## src/rtl/vend_controller.sv

```systemverilog
// vend_controller: selects a product through the price mux, collects coins, then dispenses or refunds
module vend_controller #(
    parameter int TIMEOUT_CYC = 1000
) (
    input  logic       clk,
    input  logic       rst,
    input  logic [3:0] sel,
    input  logic       coin_valid,
    input  logic [7:0] coin_value,
    input  logic       cancel,
    input  logic       change_ack,
    input  logic [7:0] price_in,
    output logic [3:0] mux_sel,
    output logic [7:0] credit,
    output logic       dispense,
    output logic [1:0] dispense_item,
    output logic       change_valid,
    output logic [7:0] change_amount,
    output logic       coin_reject,
    output logic       busy
);
    typedef enum logic [1:0] {IDLE, COLLECT, DISPENSE, CHANGE} state_t;
    state_t      state, state_n;
    logic [1:0]  item, item_n;
    logic [15:0] tcnt, tcnt_n;
    logic [3:0]  mux_sel_n;
    logic [7:0]  credit_n, change_amount_n, refund;
    logic        dispense_n, change_valid_n, coin_reject_n;
    logic [1:0]  dispense_item_n;
    logic [8:0]  sum;
    logic [7:0]  sat;
    logic        timeout;
    assign sum     = {1'b0, credit} + {1'b0, coin_value};
    assign sat     = sum[8] ? 8'hff : sum[7:0];
    assign timeout = tcnt == 16'(TIMEOUT_CYC - 1);
    assign refund  = (credit >= price_in) ? credit - price_in : 8'd0;
    always_comb begin
        state_n         = state;
        item_n          = item;
        tcnt_n          = tcnt;
        mux_sel_n       = mux_sel;
        credit_n        = credit;
        change_amount_n = change_amount;
        change_valid_n  = change_valid;
        dispense_n      = 1'b0;
        dispense_item_n = 2'd0;
        coin_reject_n   = 1'b0;
        case (state)
            IDLE: begin
                mux_sel_n       = 4'd0;
                credit_n        = 8'd0;
                tcnt_n          = 16'd0;
                change_valid_n  = 1'b0;
                change_amount_n = 8'd0;
                coin_reject_n   = coin_valid;
                if (sel != 4'd0) begin
                    item_n    = sel[0] ? 2'd0 : sel[1] ? 2'd1 : sel[2] ? 2'd2 : 2'd3;
                    mux_sel_n = 4'b0001 << item_n;
                    state_n   = COLLECT;
                end
            end
            COLLECT: begin
                credit_n = coin_valid ? sat : credit;
                tcnt_n   = coin_valid ? 16'd0 : tcnt + 16'd1;
                // refund includes a coin arriving in the same cycle as the cancel
                if (cancel || timeout) begin
                    change_amount_n = credit_n;
                    if (credit_n != 8'd0) begin
                        state_n        = CHANGE;
                        change_valid_n = 1'b1;
                    end else begin
                        state_n   = IDLE;
                        mux_sel_n = 4'd0;
                        tcnt_n    = 16'd0;
                    end
                end else if (credit >= price_in) begin
                    state_n         = DISPENSE;
                    dispense_n      = 1'b1;
                    dispense_item_n = item;
                end
            end
            DISPENSE: begin
                coin_reject_n   = coin_valid;
                change_amount_n = refund;
                if (refund != 8'd0) begin
                    state_n        = CHANGE;
                    change_valid_n = 1'b1;
                end else begin
                    state_n   = IDLE;
                    credit_n  = 8'd0;
                    mux_sel_n = 4'd0;
                    tcnt_n    = 16'd0;
                end
            end
            CHANGE: begin
                coin_reject_n = coin_valid;
                if (change_ack) begin
                    state_n         = IDLE;
                    change_valid_n  = 1'b0;
                    change_amount_n = 8'd0;
                    credit_n        = 8'd0;
                    mux_sel_n       = 4'd0;
                    tcnt_n          = 16'd0;
                end
            end
            default: state_n = IDLE;
        endcase
    end
    always_ff @(posedge clk) begin
        if (rst) begin
            state         <= IDLE;
            item          <= 2'd0;
            tcnt          <= 16'd0;
            mux_sel       <= 4'd0;
            credit        <= 8'd0;
            dispense      <= 1'b0;
            dispense_item <= 2'd0;
            change_valid  <= 1'b0;
            change_amount <= 8'd0;
            coin_reject   <= 1'b0;
            busy          <= 1'b0;
        end else begin
            state         <= state_n;
            item          <= item_n;
            tcnt          <= tcnt_n;
            mux_sel       <= mux_sel_n;
            credit        <= credit_n;
            dispense      <= dispense_n;
            dispense_item <= dispense_item_n;
            change_valid  <= change_valid_n;
            change_amount <= change_amount_n;
            coin_reject   <= coin_reject_n;
            busy          <= state_n != IDLE;
        end
    end
endmodule

```

## config.mk

```make
export PLATFORM = sky130hd
export DESIGN_NAME = vend_controller
export DESIGN_NICKNAME = d
export VERILOG_FILES = /design/src/rtl/vend_controller.sv
export SDC_FILE = /design/constraint.sdc
export NUM_CORES = 1
export LEC_CHECK = 0
export ABC_AREA = 1
export CORE_AREA = 4 4 89 91
export CTS_BUF_LIST = sky130_fd_sc_hd__clkbuf_4 sky130_fd_sc_hd__clkbuf_8
export DETAILED_ROUTE_END_ITERATION = 12
export DIE_AREA = 0 0 93 95
export HOLD_SLACK_MARGIN = 0.06
export PLACE_DENSITY = 0.73
export REMOVE_ABC_BUFFERS = 1
export SKIP_CTS_REPAIR_TIMING = 1
export SYNTH_ARGS = -nofsm -noshare
export SYNTH_HDL_FRONTEND = slang
export SYNTH_SLANG_ARGS = --single-unit
```

## constraint.sdc

```tcl
create_clock -name clk -period 3.09 [get_ports clk]
set_clock_uncertainty 0.05 [all_clocks]
set_input_delay 0.618 -clock clk [delete_from_list [all_inputs] [get_ports clk]]
set_output_delay 0.618 -clock clk [all_outputs]
set_load 0.01 [all_outputs]
```

==> impl_metrics.yaml, run 1 <==
pwr:
  fin_total_pwr_uw: 1790
  static-leakage-power_uw: 0.00229
  power-per-cell-area_mw_per_mm2: 383
  max-vdd-ir-drop_mv: 0.309
clock_tree:
  h-tree-depth: 2
  clkSinkCount: 46
  clk_latency_ns: 0.31
  ctsRootBufferMaster: "clkbuf_8"
  cts_tree: "yes"
  clk_pin_slew_worst_paths_ns: 0.09
  cts_made_buffers: 5
  clk_path_buf_depth: 2
synth:
  ys.warnings.count: 0
  synth.top_cells.by_count: "nand2_1 (152), inv_1 (92), nor2_1 (79)"
  ys_seq_elements: 46
  post-synth-top-area-cell: "dfxtp_1"
  synth.yosys.seq_area_share: 0.265
  postSynthAreaPerCell_sq_um: 6.14
  synth.top_cell.area_share: 0.265
  synth_edf_count: 0
  cells_taking_the_most_area_after_synthesis: "dfxtp_1 (26%), nand2_1 (16%), inv_1 (9.9%)"
  gate_count_post_synth: 567
  mappedNetlistArea_sq_mm: 0.00348
  yosysMostFrequentCell: "nand2_1"
  ys_types: 33
  asr_flop_ratio_synth: 0
  synthFlopType: "dfxtp_1"
drt:
  route.antenna.remaining_nets: 0
  drt_drc_violations_left: 0
  vias_per_cell: 5.12
  detailedRoute.firstIterationViolations: 347
  wire_per_inst_microns: 13.1
  number_of_vias_after_detailed_routing: 3913
  detailedRoute.firstPassIterationCount: 5
  routed_wirelength_microns: 10000
timing:
  relative_slew_margins: 0.591
  finalSetupViolations: 0
  post-route-period-util: 0.954
  tns_ns: 0
  timing.fmax_ghz: 0.339
  worst-slew-pin-transition_ns: 0.612
  timing.final.ws_setup_ns: 0.141
  final_hold_slack_ns: 0.385
  report.final.hold_viol_count: 0
  maxSlewViolCount: 0
  period_needed_ns: 2.95
final_layout:
  synthToLayoutAreaGrowth_pct: 34.5
  post_route_cells_drive_above_1_share: 0.141
  layout.cell_area.non_filler_sq_mm: 0.00468
  antenna-diode-count: 0
  nNetsFinal: 713
place:
  dpl.hpwl_microns: 7020
  number_of_buffers_inserted_by_port_buffering: 50
  place_ws_ns: -0.307
  placer_congestion_estimate: 0.948
  dpl-instance-area_sq_mm: 0.00436
worst_setup_path:
  critPathRequiredTime_ns: 3.23
  path_max_fanout: 8
  timing.setup.critical_path_class: "primary input to register"
  critical_path_arrival_ns: 3.09
  worst_setup_path_end_kind: "register"
  cp-start-kind: "primary input"
floorplanning:
  initial_core_util: 0.488
  die_area_sq_mm: 0.00884
  floorplan.die.width_microns: 93
  rows: 31
  floorplan.io_pins: 51
  coreArea_sq_mm: 0.00714
  die_y_microns: 95
run:
  maxCapViolations: 0
min_path:
  holdCritPathClass: "register to register"
grt:
  maximum_number_of_pins_on_one_net_before_global_route_repair: 26
  grt_resource_usage_total: 0.217
  antenna_found_initial: 0
  grt_first_pass_wirelength_microns: 15700
  via_count_of_the_first_global_routing_pass: 3571
  globalRouteOverflowTotal: 0
status:
  run_status: "finished clean"
power breakdown:
group,total [uW],internal (uW),leakage (uW),switching [uW]
Clock,381,159,0.0000441,222
Sequential,677,636,0.000374,40.9
Combinational,737,345,0.00188,392
sequential cells by signal, indices dropped and copies added (netlist names):
register	flops
dispense_item	2
change_valid	1
dispense	1
credit	8
coin_reject	1
busy	1
change_amount	8
state	2
tcnt	16
item	2
mux_sel	4
critical path: stages:
cell	delay, ns
clkdlybuf4s50_1	0.40
ha_1	0.23
fa_2	0.36
nand2_1	0.08
nand2_1	0.10
nand3_2	0.09
nand2_1	0.09
nand2_4	0.10
nand2_1	0.06
o21ai_1	0.11
nand2_1	0.11
nor2_4	0.20
buf_12	0.13
nand3_4	0.13
nand3_1	0.13
nand2_1	0.05
nand2_1	0.05
nor2_1	0.03
placed cells by master, fill, tap and decap left out, types with 3 or more instances in the layout:
master / instances
clkdlybuf4s50_1: 50
ha_1: 18
nor4_1: 4
or2_2: 5
xor2_1: 7
nand3_1: 44
nand3_2: 5
inv_1: 92
o21ai_0: 23
nor2_1: 79
nand3b_1: 7
nor3_1: 5
o21ai_1: 3
clkbuf_8: 5
buf_4: 42
nand4_1: 8
a21oi_1: 28
xnor2_1: 3
buf_12: 5
nand2_2: 7
dfxtp_1: 46
nand2_1: 149
stage by stage:
step                      std cells   util
after CTS                       754  0.623
final                           765  0.656
after detailed placement        746  0.610
after global routing            765  0.656
after floorplan                 554      -
after global placement          746  0.610
metal layers:
metal	part of all wire	global-route usage
met5	0	0
met4	0.022	0.0635
met3	0.063	0.0335
met2	0.48	0.368
met1	0.43	0.284
path summary, 6_finish.rpt:
path / start / to / slack, ns / cells past startpoint
worst max-delay path: coin_value[0] / tcnt[1] / 0.14 / 18
worst min-delay path: item[0] / dispense_item[0] / 0.39 / 2
worst max register to register: credit[0] / mux_sel[1] / 0.36 / 18
worst min register to register: item[0] / dispense_item[0] / 0.39 / 2
final cells by class:
type | count | area (sq um)
sequential | 46 | 921
timing repair buffer | 102 | 993
tap | 99 | 124
inverter | 93 | 349
multi-input combinational | 417 | 2210
fill | 664 | 2450
clock buffer | 5 | 68.8
clock inverter | 3 | 21.3
cell families after synthesis:
logic type / synth area share
AND/OR/NAND/NOR: 0.401
XOR/XNOR: 0.0252
AO/OA/AOI/OAI: 0.0938
flip-flops: 0.265
buffers and inverters: 0.128
adder cells (fa/ha/maj): 0.0870
Note: power is estimated with default switching activity, not from simulation.
==> run 2, diff against run 1 <==
CORE_AREA = 4 4 85 87   (was 4 4 89 91)
DIE_AREA = 0 0 89 91   (was 0 0 93 95)
PLACE_DENSITY = 0.79   (was 0.73)
==> run 2 against run 1 <==
Compared with the run above: sequential power down 0.7%; utilization up 6.5 points; maximum frequency down 0.41%; sequential share of layout area up 0.45 points; critical path depth down 1; worst hold slack worse by 0.0042 ns; critical path type unchanged; register-to-register slack better by 0.04 ns; combinational power down 1%; routed wire length down 3.4%; critical endpoint is now credit[2]; largest cell class unchanged; cell count down 3.7%.
==> impl_metrics.yaml, run 2 (synthesized netlist as in run 1, its figures left out) <==
clock_tree:
  h-tree-depth: 2
  clk_pin_slew_worst_paths_ns: 0.09
  cts_made_buffers: 5
  clk_latency_ns: 0.31
  clkSinkCount: 46
  clk_path_buf_depth: 2
  ctsRootBufferMaster: "clkbuf_8"
  cts_tree: "yes"
floorplanning:
  rows: 29
  die_area_sq_mm: 0.00810
  die_y_microns: 91
  floorplan.io_pins: 51
  floorplan.die.width_microns: 89
  coreArea_sq_mm: 0.00635
  initial_core_util: 0.548
final_layout:
  layout_top_registers: "tcnt (16), change_amount (8), credit (8)"
  synthToLayoutAreaGrowth_pct: 31.5
  largest_register_ffs: 16
  stdcell_count: 737
  layout.core_utilization: 0.721
  final_common_cell: "nand2_1"
  antenna-diode-count: 0
  layout.cell_area.non_filler_sq_mm: 0.00458
  fill_cells: 528
  post_route_cells_drive_above_1_share: 0.136
  largest_register: "tcnt"
  nNetsFinal: 707
  mostFrequentLayoutCells: "nand2_1 (148), inv_1 (92), nor2_1 (79), clkdlybuf4s50_1 (50), dfxtp_1 (46)"
place:
  place_ws_ns: -0.230
  dpl-instance-area_sq_mm: 0.00434
  dpl.hpwl_microns: 7020
  number_of_buffers_inserted_by_port_buffering: 50
  placer_congestion_estimate: 0.853
  post_place_cells: 725
pwr:
  power.sequential.fraction: 0.377
  comb_power_share: 0.407
  swShare: 0.363
  clock_power_share: 0.215
  total_switching_power_uw: 646
  power-per-cell-area_mw_per_mm2: 389
  power.internal_uw: 1130
  max-vdd-ir-drop_mv: 0.305
  static-leakage-power_uw: 0.00225
worst_setup_path:
  biggest_cell_delay_along_the_critical_path_ns: 0.42
  critPathRequiredTime_ns: 3.28
  crit-reg2reg-capture: "change_amount[4]"
  timing.critical_path.slowest_stage_cell: "clkdlybuf4s50_1"
  regToRegStartpoint: "tcnt[0]"
  worst_setup_path_end_kind: "register"
  reg2regPathDepth: 11
  cp_num_buf_inv: 3
  cpLargestDelayFamily: "simple AND/OR/NAND/NOR gates"
  crit_top_cell: "nand2_1"
  r2r_slack_ns: 0.40
  start_point_of_the_critical_path: "price_in[0]"
  cp-start-kind: "primary input"
  timing.critical_path.depth: 17
  critical_path_arrival_ns: 3.15
  timing.setup.critical_path_class: "primary input to register"
  path_cells: "clkdlybuf4s50_1 -> ha_2 -> fa_2 -> inv_1 -> nand2_1 -> nand2_2 -> nand3_1 -> nand2_1 -> nand2_1 -> nand3_1 -> nand2_1 -> nor2_2 -> nand2_2 -> a21oi_4 -> clkbuf_16 -> nand2_1 -> a21oi_1"
  path_max_fanout: 12
  worstSetupEndpoint: "credit[2]"
timing:
  worst-slew-pin-transition_ns: 0.627
  period_needed_ns: 2.96
  timing.fmax_ghz: 0.338
  final_hold_slack_ns: 0.381
  maxSlewViolCount: 0
  timing.final.ws_setup_ns: 0.129
  finalSetupViolations: 0
  relative_slew_margins: 0.581
  report.final.hold_viol_count: 0
  post-route-period-util: 0.958
drt:
  drt_drc_violations_left: 0
  routed_wirelength_microns: 9690
  detailedRoute.firstIterationViolations: 328
  route.antenna.remaining_nets: 0
  number_of_vias_after_detailed_routing: 3853
  wire_per_inst_microns: 13.2
  vias_per_cell: 5.23
  detailedRoute.firstPassIterationCount: 5
status:
  run_status: "finished clean"
grt:
  maximum_number_of_pins_on_one_net_before_global_route_repair: 26
  globalRouteOverflowTotal: 0
  grt_first_pass_wirelength_microns: 15600
  grt_resource_usage_total: 0.233
  antenna_found_initial: 0
  via_count_of_the_first_global_routing_pass: 3561
min_path:
  holdCritPathClass: "register to register"
run:
  maxCapViolations: 0
==> run 2: power groups by stage <==
stage / Clock (uW) / Sequential [uW] / Combinational (uW)
2_1_floorplan: 0 / 691 / 370
3_3_place_gp: 0 / 682 / 647
3_5_place_dp: 0 / 684 / 664
4_1_cts: 388 / 671 / 672
5_1_grt: 414 / 677 / 803
6_report: 383 / 672 / 726
==> run 2: worst min-delay path by stage <==
stage                 start               end  slack [ns]  depth (start not counted)
detailed placement  item[0]  dispense_item[0]        0.37                          2
CTS                 item[0]  dispense_item[0]        0.39                          2
global route        item[0]  dispense_item[0]        0.40                          2
floorplan           item[0]  dispense_item[0]        0.36                          2
global placement    item[0]  dispense_item[0]        0.37                          2
finish              item[0]  dispense_item[0]        0.38                          2
==> run 2: layout make-up <==
| type | instances | area [sq um] | share of cell area |
|---|---|---|---|
| repair buffers | 96 | 905 | 0.198 |
| well taps | 77 | 96.3 | 0.0210 |
| clock inverters | 2 | 13.8 | 0.00301 |
| clock buffers | 6 | 76.3 | 0.0167 |
| inverters | 93 | 349 | 0.0763 |
| multi-input cells | 417 | 2220 | 0.484 |
| flip-flops and latches | 46 | 921 | 0.201 |
==> run 2: through the flow <==
step	power, uW	setup TNS (ns)
floorplan	1060	0
global placement	1330	-2.36
detailed placement	1350	-5.26
CTS	1730	0
global route	1890	-0.0223
finish	1780	0
==> run 2: metal layers <==
metal  part of all wire  GRT usage
met1               0.46      0.320
met2               0.47      0.374
met3              0.059     0.0371
met4              0.012     0.0695
met5                  0          0
==> run 2: worst register-to-register path: cells and delay by family, from the launching register on <==
family	cells	cell delay, ns
AO/OA/AOI/OAI	2	0.42
buffers and inverters	1	0.14
adder cells (fa/ha/maj)	1	0.23
AND/OR/NAND/NOR	7	1.38
flip-flops	1	0.39
==> run 3, diff against run 2 <==
CORE_AREA = 5 5 86 88   (was 4 4 85 87)
DIE_AREA = 0 0 91 93   (was 0 0 89 91)
==> run 3 against run 2 <==
Compared with the run above: critical path depth up 2; routed wire length is 0.41% higher; worst hold slack lost 0.0030 ns; design area rose by 0.96%; cell count grew 0.81%; first-iteration DRC count rose by 20%.
==> impl_metrics.yaml, run 3 (synthesized netlist as in run 1, its figures left out) <==
timing:
  period_needed_ns: 3.00
  finalSetupViolations: 0
  maxSlewViolCount: 0
  report.final.hold_viol_count: 0
  relative_slew_margins: 0.607
  tns_ns: 0
  worst-slew-pin-transition_ns: 0.589
  timing.fmax_ghz: 0.333
  post-route-period-util: 0.972
pwr:
  static-leakage-power_uw: 0.00228
  max-vdd-ir-drop_mv: 0.283
  power-per-cell-area_mw_per_mm2: 385
floorplanning:
  rows: 30
  coreArea_sq_mm: 0.00657
  initial_core_util: 0.530
  floorplan.io_pins: 51
  die_area_sq_mm: 0.00846
  die_y_microns: 93
  floorplan.die.width_microns: 91
place:
  placer_congestion_estimate: 0.843
  number_of_buffers_inserted_by_port_buffering: 50
  dpl.hpwl_microns: 6680
  dpl-instance-area_sq_mm: 0.00431
worst_setup_path:
  path_max_fanout: 5
  cp-start-kind: "primary input"
  crit-reg2reg-capture: "change_amount[7]"
  crit_top_cell: "nor2_1"
  path_cells: "clkdlybuf4s50_1 -> inv_1 -> ha_1 -> buf_4 -> nand2_1 -> nor2_1 -> nand2_1 -> nand3_2 -> clkbuf_2 -> nand3_1 -> nand2_1 -> nor2_2 -> nand2_2 -> a21oi_4 -> buf_12 -> clkbuf_16 -> nor2_1 -> nor2_1 -> nor2_1"
  r2r_slack_ns: 0.41
  critical_path_arrival_ns: 3.15
  worst_setup_path_end_kind: "register"
  cp_num_buf_inv: 6
  worstSetupEndpoint: "tcnt[9]"
  biggest_cell_delay_along_the_critical_path_ns: 0.46
  critPathRequiredTime_ns: 3.23
  cpLargestDelayFamily: "buffers and inverters"
  regToRegStartpoint: "tcnt[0]"
  timing.critical_path.slowest_stage_cell: "clkdlybuf4s50_1"
  reg2regPathDepth: 11
  timing.setup.critical_path_class: "primary input to register"
  timing.critical_path.depth: 19
  start_point_of_the_critical_path: "price_in[3]"
final_layout:
  largest_register_ffs: 16
  synthToLayoutAreaGrowth_pct: 32.8
  nNetsFinal: 710
  final_common_cell: "nand2_1"
  layout.cell_area.non_filler_sq_mm: 0.00462
  largest_register: "tcnt"
  mostFrequentLayoutCells: "nand2_1 (149), inv_1 (91), nor2_1 (79), clkdlybuf4s50_1 (50), dfxtp_1 (46)"
  layout_top_registers: "tcnt (16), change_amount (8), credit (8)"
  post_route_cells_drive_above_1_share: 0.139
  antenna-diode-count: 0
grt:
  via_count_of_the_first_global_routing_pass: 3483
  grt_first_pass_wirelength_microns: 15200
  grt_resource_usage_total: 0.210
  maximum_number_of_pins_on_one_net_before_global_route_repair: 34
  globalRouteOverflowTotal: 0
  antenna_found_initial: 0
clock_tree:
  clkSinkCount: 46
  clk_pin_slew_worst_paths_ns: 0.10
  h-tree-depth: 2
  ctsRootBufferMaster: "clkbuf_8"
  clk_path_buf_depth: 2
  cts_tree: "yes"
  cts_made_buffers: 5
  clk_latency_ns: 0.31
drt:
  drt_drc_violations_left: 0
  detailedRoute.firstPassIterationCount: 5
  detailedRoute.firstIterationViolations: 395
  number_of_vias_after_detailed_routing: 3904
  wire_per_inst_microns: 13.1
  route.antenna.remaining_nets: 0
  routed_wirelength_microns: 9730
  vias_per_cell: 5.25
run:
  maxCapViolations: 0
status:
  run_status: "finished clean"
min_path:
  holdCritPathClass: "register to register"
==> run 3: final cells by class <==
class | instances | area (sq um)
Clock buffer | 5 | 68.8
Clock inverter | 3 | 21.3
Fill cell | 556 | 1950
Inverter | 93 | 349
Multi-Input combinational cell | 417 | 2200
Sequential cell | 46 | 921
Tap cell | 80 | 100
Timing Repair Buffer | 99 | 960
==> run 3: power breakdown <==
| part | switching [uW] | leakage, uW | internal [uW] |
|---|---|---|---|
| sequential | 35.8 | 0.000374 | 636 |
| combinational | 391 | 0.00186 | 336 |
| clock | 220 | 0.0000441 | 159 |
| total | 647 | 0.00228 | 1130 |
==> run 3: routing by layer <==
layer | GRT usage | up-vias | share of wire
li1 | - | 1982 | -
met1 | 0.283 | 1772 | 0.45
met2 | 0.356 | 139 | 0.48
met3 | 0.0362 | 11 | 0.060
met4 | 0.0391 | 0 | 0.013
met5 | 0 | - | 0
==> run 3: worst min-delay path by stage <==
stage	start	end	slack, ns	cells after the start
after floorplan	item[0]	dispense_item[0]	0.36	2
after global placement	item[0]	dispense_item[0]	0.37	2
after detailed placement	item[0]	dispense_item[0]	0.37	2
after CTS	item[0]	dispense_item[0]	0.38	2
after global routing	item[0]	dispense_item[0]	0.41	2
final	item[0]	dispense_item[0]	0.38	2
==> run 3: worst reg2reg max path, cell delays in order (launching register included) <==
cell,delay (ns)
dfxtp_1,0.40
ha_1,0.22
nand3_1,0.09
nor4_1,0.25
nand3_1,0.15
nand2_1,0.30
inv_1,0.16
nand2_1,0.10
nand2_2,0.13
nor2_1,0.36
o21ai_0,0.22
a21oi_1,0.18
==> run 3: metrics by stage <==
stage	instances	util	hold slack (ns)	power [uW]	setup slack [ns]
final	743	0.704	0.378	1780	0.0855
after global routing	743	0.704	0.410	1890	-0.0324
after CTS	732	0.670	0.384	1710	0.0456
after detailed placement	724	0.656	0.371	1340	-0.264
after global placement	724	0.656	0.369	1320	-0.129
after floorplan	554	-	0.355	1060	0.287
==> RTL edit 1 (config.mk and constraints of run 2) <==
The 4 states of `state_t` get a one-hot encoding in 4 bits.
--- a/src/rtl/vend_controller.sv
+++ b/src/rtl/vend_controller.sv
@@ -21,3 +21,3 @@
 );
-    typedef enum logic [1:0] {IDLE, COLLECT, DISPENSE, CHANGE} state_t;
+    typedef enum logic [3:0] {IDLE = 4'b0001, COLLECT = 4'b0010, DISPENSE = 4'b0100, CHANGE = 4'b1000} state_t;
     state_t      state, state_n;
Behaviour: same outputs for any inputs over 10 cycles, from zero or initial values and one cycle with rst high; not proved beyond that.
==> RTL edit 1 against run 2 <==
Sequential cell count grew 2; routed wire length decreased by 9.6%; setup slack got worse by 0.0042 ns; first-iteration DRC count decreased by 24%; total power fell by 3.4%; area after synthesis is 0.97% lower; design area down 5.8%; critical endpoint is now busy$_SDFF_PP0_; largest power group is now sequential cells.
==> RTL edit 1: results (changes against run 2) <==
ys async rst share=0 (unchanged); Unique masters post-synth=41 (was 33); Lkg Pwr=2.049 nW (was 2.252 nW); Internal Pwr Total=1.121 mW (was 1.135 mW); placed cell areas=4205 um2 (was 4335 um2); vias per cell=5.265 (was 5.228); met2 usage=0.3484 (was 0.3738); peak supply drop=493.6 uV (was 304.9 uV); max_slew headroom=0.6118 (was 0.5812); gpl congestion=0.8544 (was 0.8526); first-pass GRT wire length=14400 um (was 15590 um); crit path DAT=3.12 ns (was 3.15 ns); outcome=finished clean (unchanged); busiest grt layer=met2 (unchanged); CP max stage cell=fa_1 (was clkdlybuf4s50_1); register area share after synthesis=0.2788 (was 0.2646); worst-path fanout max=10 (was 12); most area-consuming cells after synthesis=dfxtp_1 28%, nand2_1 14%, inv_1 9.1% (was dfxtp_1 26%, nand2_1 16%, inv_1 9.9%); top post-synthesis cells by count=127 x nand2_1, 84 x inv_1, 51 x nor2_1 (was 152 x nand2_1, 92 x inv_1, 79 x nor2_1); met1 Use GR=0.3012 (was 0.3196); placed wire-length estimate=6712 um (was 7022 um); Routed WL per cell=12.89 um (was 13.15 um); Placed Cells=672 (was 725); vias in the first global route=3321 (was 3561); pin count of the biggest net entering global routing=29 (was 26); NumNets Final=646 (was 707); drt initial violations=250 (was 328); ANT cells=0 (unchanged); fraction of layout cells with a size suffix above 1=0.1177 (was 0.1364); post-synthesis cell count=527 (was 567); gr usage total=0.2187 (was 0.2328); Max clock buf depth=2 (unchanged); grt met3 use=0.04525 (was 0.03710); Layout Cells excl Fill=680 (was 737); Clk Latency, worst-skew pair=0.31 ns (about the same)
[RTL edit 1: cell type report]
class / count / area [um2]
inverter: 90 / 342.8
timing repair buffer: 80 / 738.2
multi-input combinational: 377 / 2076
clock buffer: 6 / 82.58
tap: 77 / 96.34
fill: 532 / 2039
sequential: 48 / 960.9
clock inverter: 2 / 13.76
[RTL edit 1: through the flow]
stage	worst slack (ns)	hold slack, ns	power, mW	setup TNS, ns
finish	0.1244	0.3864	1.720	0
global route	0.01252	0.4060	1.825	0
CTS	0.1550	0.3870	1.716	0
detailed placement	-0.1655	0.3727	1.318	-3.736
global placement	-0.1230	0.3668	1.309	-1.802
floorplan	0.4339	0.3551	1.070	0
[RTL edit 1: metal layers]
layer / routed length [um] / part of all wire / up-vias
met5: 0 / 0 / -
met4: 79 / 0.0090 / 0
met3: 692 / 0.079 / 7
met2: 4077 / 0.47 / 115
met1: 3912 / 0.45 / 1607
li1: - / - / 1851
[RTL edit 1: final timing paths]
path                           from                          end  slack, ns  cells past startpoint
max                   coin_value[0]              busy$_SDFF_PP0_       0.12                     16
min            item[0]$_SDFFE_PP0P_  dispense_item[0]$_SDFF_PP0_       0.39                      2
max reg2reg  credit[0]$_SDFFE_PP0P_       credit[1]$_SDFFE_PP0P_       0.41                     17
min reg2reg    item[0]$_SDFFE_PP0P_  dispense_item[0]$_SDFF_PP0_       0.39                      2
[RTL edit 1: worst register-to-register path: stages, from the launching register on]
cell     delay, ns
dfxtp_1       0.41
inv_1         0.09
ha_1          0.21
fa_1          0.38
inv_1         0.08
nand2_1       0.07
nand2_1       0.15
nand3_1       0.12
nand2_1       0.08
nand2_1       0.05
nand3_1       0.10
nand2_1       0.08
nor2_2        0.14
nand2_4       0.08
nand2_2       0.11
nand2_8       0.13
a21oi_1       0.18
nor2_1        0.05
[RTL edit 1: logic make-up after synthesis]
group / synth area share
simple gates: 0.3811
buf+inv: 0.1216
compound gates: 0.1147
flops: 0.2788
fa+ha+maj: 0.07332
xor+xnor: 0.03049
[RTL edit 1: power by group through the flow]
stage          clock network, mW  registers [mW]  logic (mW)
2_1_floorplan                  0           0.740       0.330
3_3_place_gp                   0           0.722       0.587
3_5_place_dp                   0           0.723       0.595
4_1_cts                    0.408           0.709       0.599
5_1_grt                    0.437           0.715       0.674
6_report                   0.403           0.709       0.608
==> RTL edit 2 (config.mk and constraints of run 2) <==
Without the edit above. Change the parameter `TIMEOUT_CYC` from 1000 to 500.
--- a/src/rtl/vend_controller.sv
+++ b/src/rtl/vend_controller.sv
@@ -2,3 +2,3 @@
 module vend_controller #(
-    parameter int TIMEOUT_CYC = 1000
+    parameter int TIMEOUT_CYC = 500
 ) (
Check against the original RTL: no difference found for any inputs over 10 cycles, from zero or initial values and one cycle with rst high; that may be too few to reach the edited logic, so the function may still have changed.
==> RTL edit 2 against run 2 <==
The flow now finishes with violations (setup timing); routed wire length increased by 2.5%; sequential share of layout area down 0.19 points; setup slack lost 0.13 ns; register-to-register slack worse by 0.18 ns; sequential cell count did not move; combinational power rose by 5.6%; design area up 0.96%; area after synthesis fell by 0.58%; total power grew 7.6%; highest routed layer unchanged.
==> RTL edit 2: results (changes against run 2) <==
Worst Hold Path Cells=2 (unchanged); Lkg Pwr=2.201 nW (was 2.252 nW); crit path DAT=3.25 ns (was 3.15 ns); IO Port Bufs=50 (unchanged); syn avg cell area=6.281 um2 (was 6.139 um2); peak supply drop=391.1 uV (was 304.9 uV); placed wire-length estimate=7164 um (was 7022 um); pin count of the biggest net entering global routing=28 (was 26); Post-Synth Adder-Cell Area=0.08749 (was 0.08699); Layout Cells excl Fill=724 (was 737); gr usage total=0.2346 (was 0.2328); outcome=finished, violations left (was finished clean); first-pass GRT wire length=15570 um (was 15590 um); ys async rst share=0 (unchanged); gpl congestion=0.9205 (was 0.8526); slowest stage delay, CP=0.43 ns; placed cell areas=4302 um2 (was 4335 um2); vias in the first global route=3546 (was 3561); Setup crit start=price_in[0] (unchanged); worst setup margin=-0.0006644 ns (was 0.1286 ns); R2R Path End=tcnt[10]$_SDFFE_PP0P_ (was change_amount[4]$_SDFFE_PP0P_); failing checks=setup timing; vias per cell=5.435 (was 5.228); worst r2r src=credit[0]$_SDFFE_PP0P_ (was tcnt[0]$_SDFFE_PP0P_); Synth Area in Compound Gates=0.1320 (was 0.09382); worst-path fanout max=7 (was 12); NumNets Final=694 (was 707); Post-Synth XOR/XNOR Area=0.01012 (was 0.02516); CP max stage cell=clkdlybuf4s50_1 (unchanged); drt initial violations=300 (was 328); endpoints failing setup=1 (was 0); Total Neg Setup Slack=-0.0006644 ns (was 0 ns); Clock Pin Slew Worst Setup and Hold Paths=0.09 ns (about the same); register area share after synthesis=0.2661 (was 0.2646); most area-consuming cells after synthesis=dfxtp_1 27%, nand2_1 16%, inv_1 9.8% (was dfxtp_1 26%, nand2_1 16%, inv_1 9.9%); Reg2Reg Depth=17 (was 11); Placed Cells=707 (was 725); fraction of layout cells with a size suffix above 1=0.1607 (was 0.1364); Unique masters post-synth=36 (was 33); Min-Delay Endpoint=dispense_item[0]$_SDFF_PP0_ (unchanged); DRT Wirelength=9938 um (was 9693 um); Register-to-Register Setup Slack=0.22 ns (was 0.40 ns); top post-synthesis cells by count=149 x nand2_1, 90 x inv_1, 53 x nor2_1 (was 152 x nand2_1, 92 x inv_1, 79 x nor2_1); pre-CTS setup slack=-0.2136 ns (was -0.2299 ns); first-pass iteration count of the detailed router=5 (unchanged); Min Hold Slack=0.3840 ns (was 0.3811 ns); worst slew pin tran=0.6122 ns (was 0.6275 ns)
RTL edit 2: cell types whose count changed in the layout (fill, tap and decap cells not counted), sizes merged, moves of 4 or more:
cell and change:
xor2 -4, nand2 -5, nand4 +5, nand3 +4, nor2 -26, a21oi +13
o21ai +5
RTL edit 2: power breakdown:
part           switching (mW)  internal (mW)
Combinational           0.423          0.344
Sequential             0.0396          0.637
Clock                   0.212          0.260
RTL edit 2: layer usage:
layer	global-route usage	routed length, um
met5	0	0
met4	0.05583	180
met3	0.04163	677
met2	0.3843	4712
met1	0.3189	4367
RTL edit 2: cell type report:
type / instances / area, um2
clock inverter: 1 / 30.03
timing repair buffer: 100 / 942.2
fill: 488 / 1728
clock buffer: 7 / 83.83
sequential: 46 / 920.9
tap: 77 / 96.34
inverter: 93 / 349.1
multi-input combinational: 400 / 2200
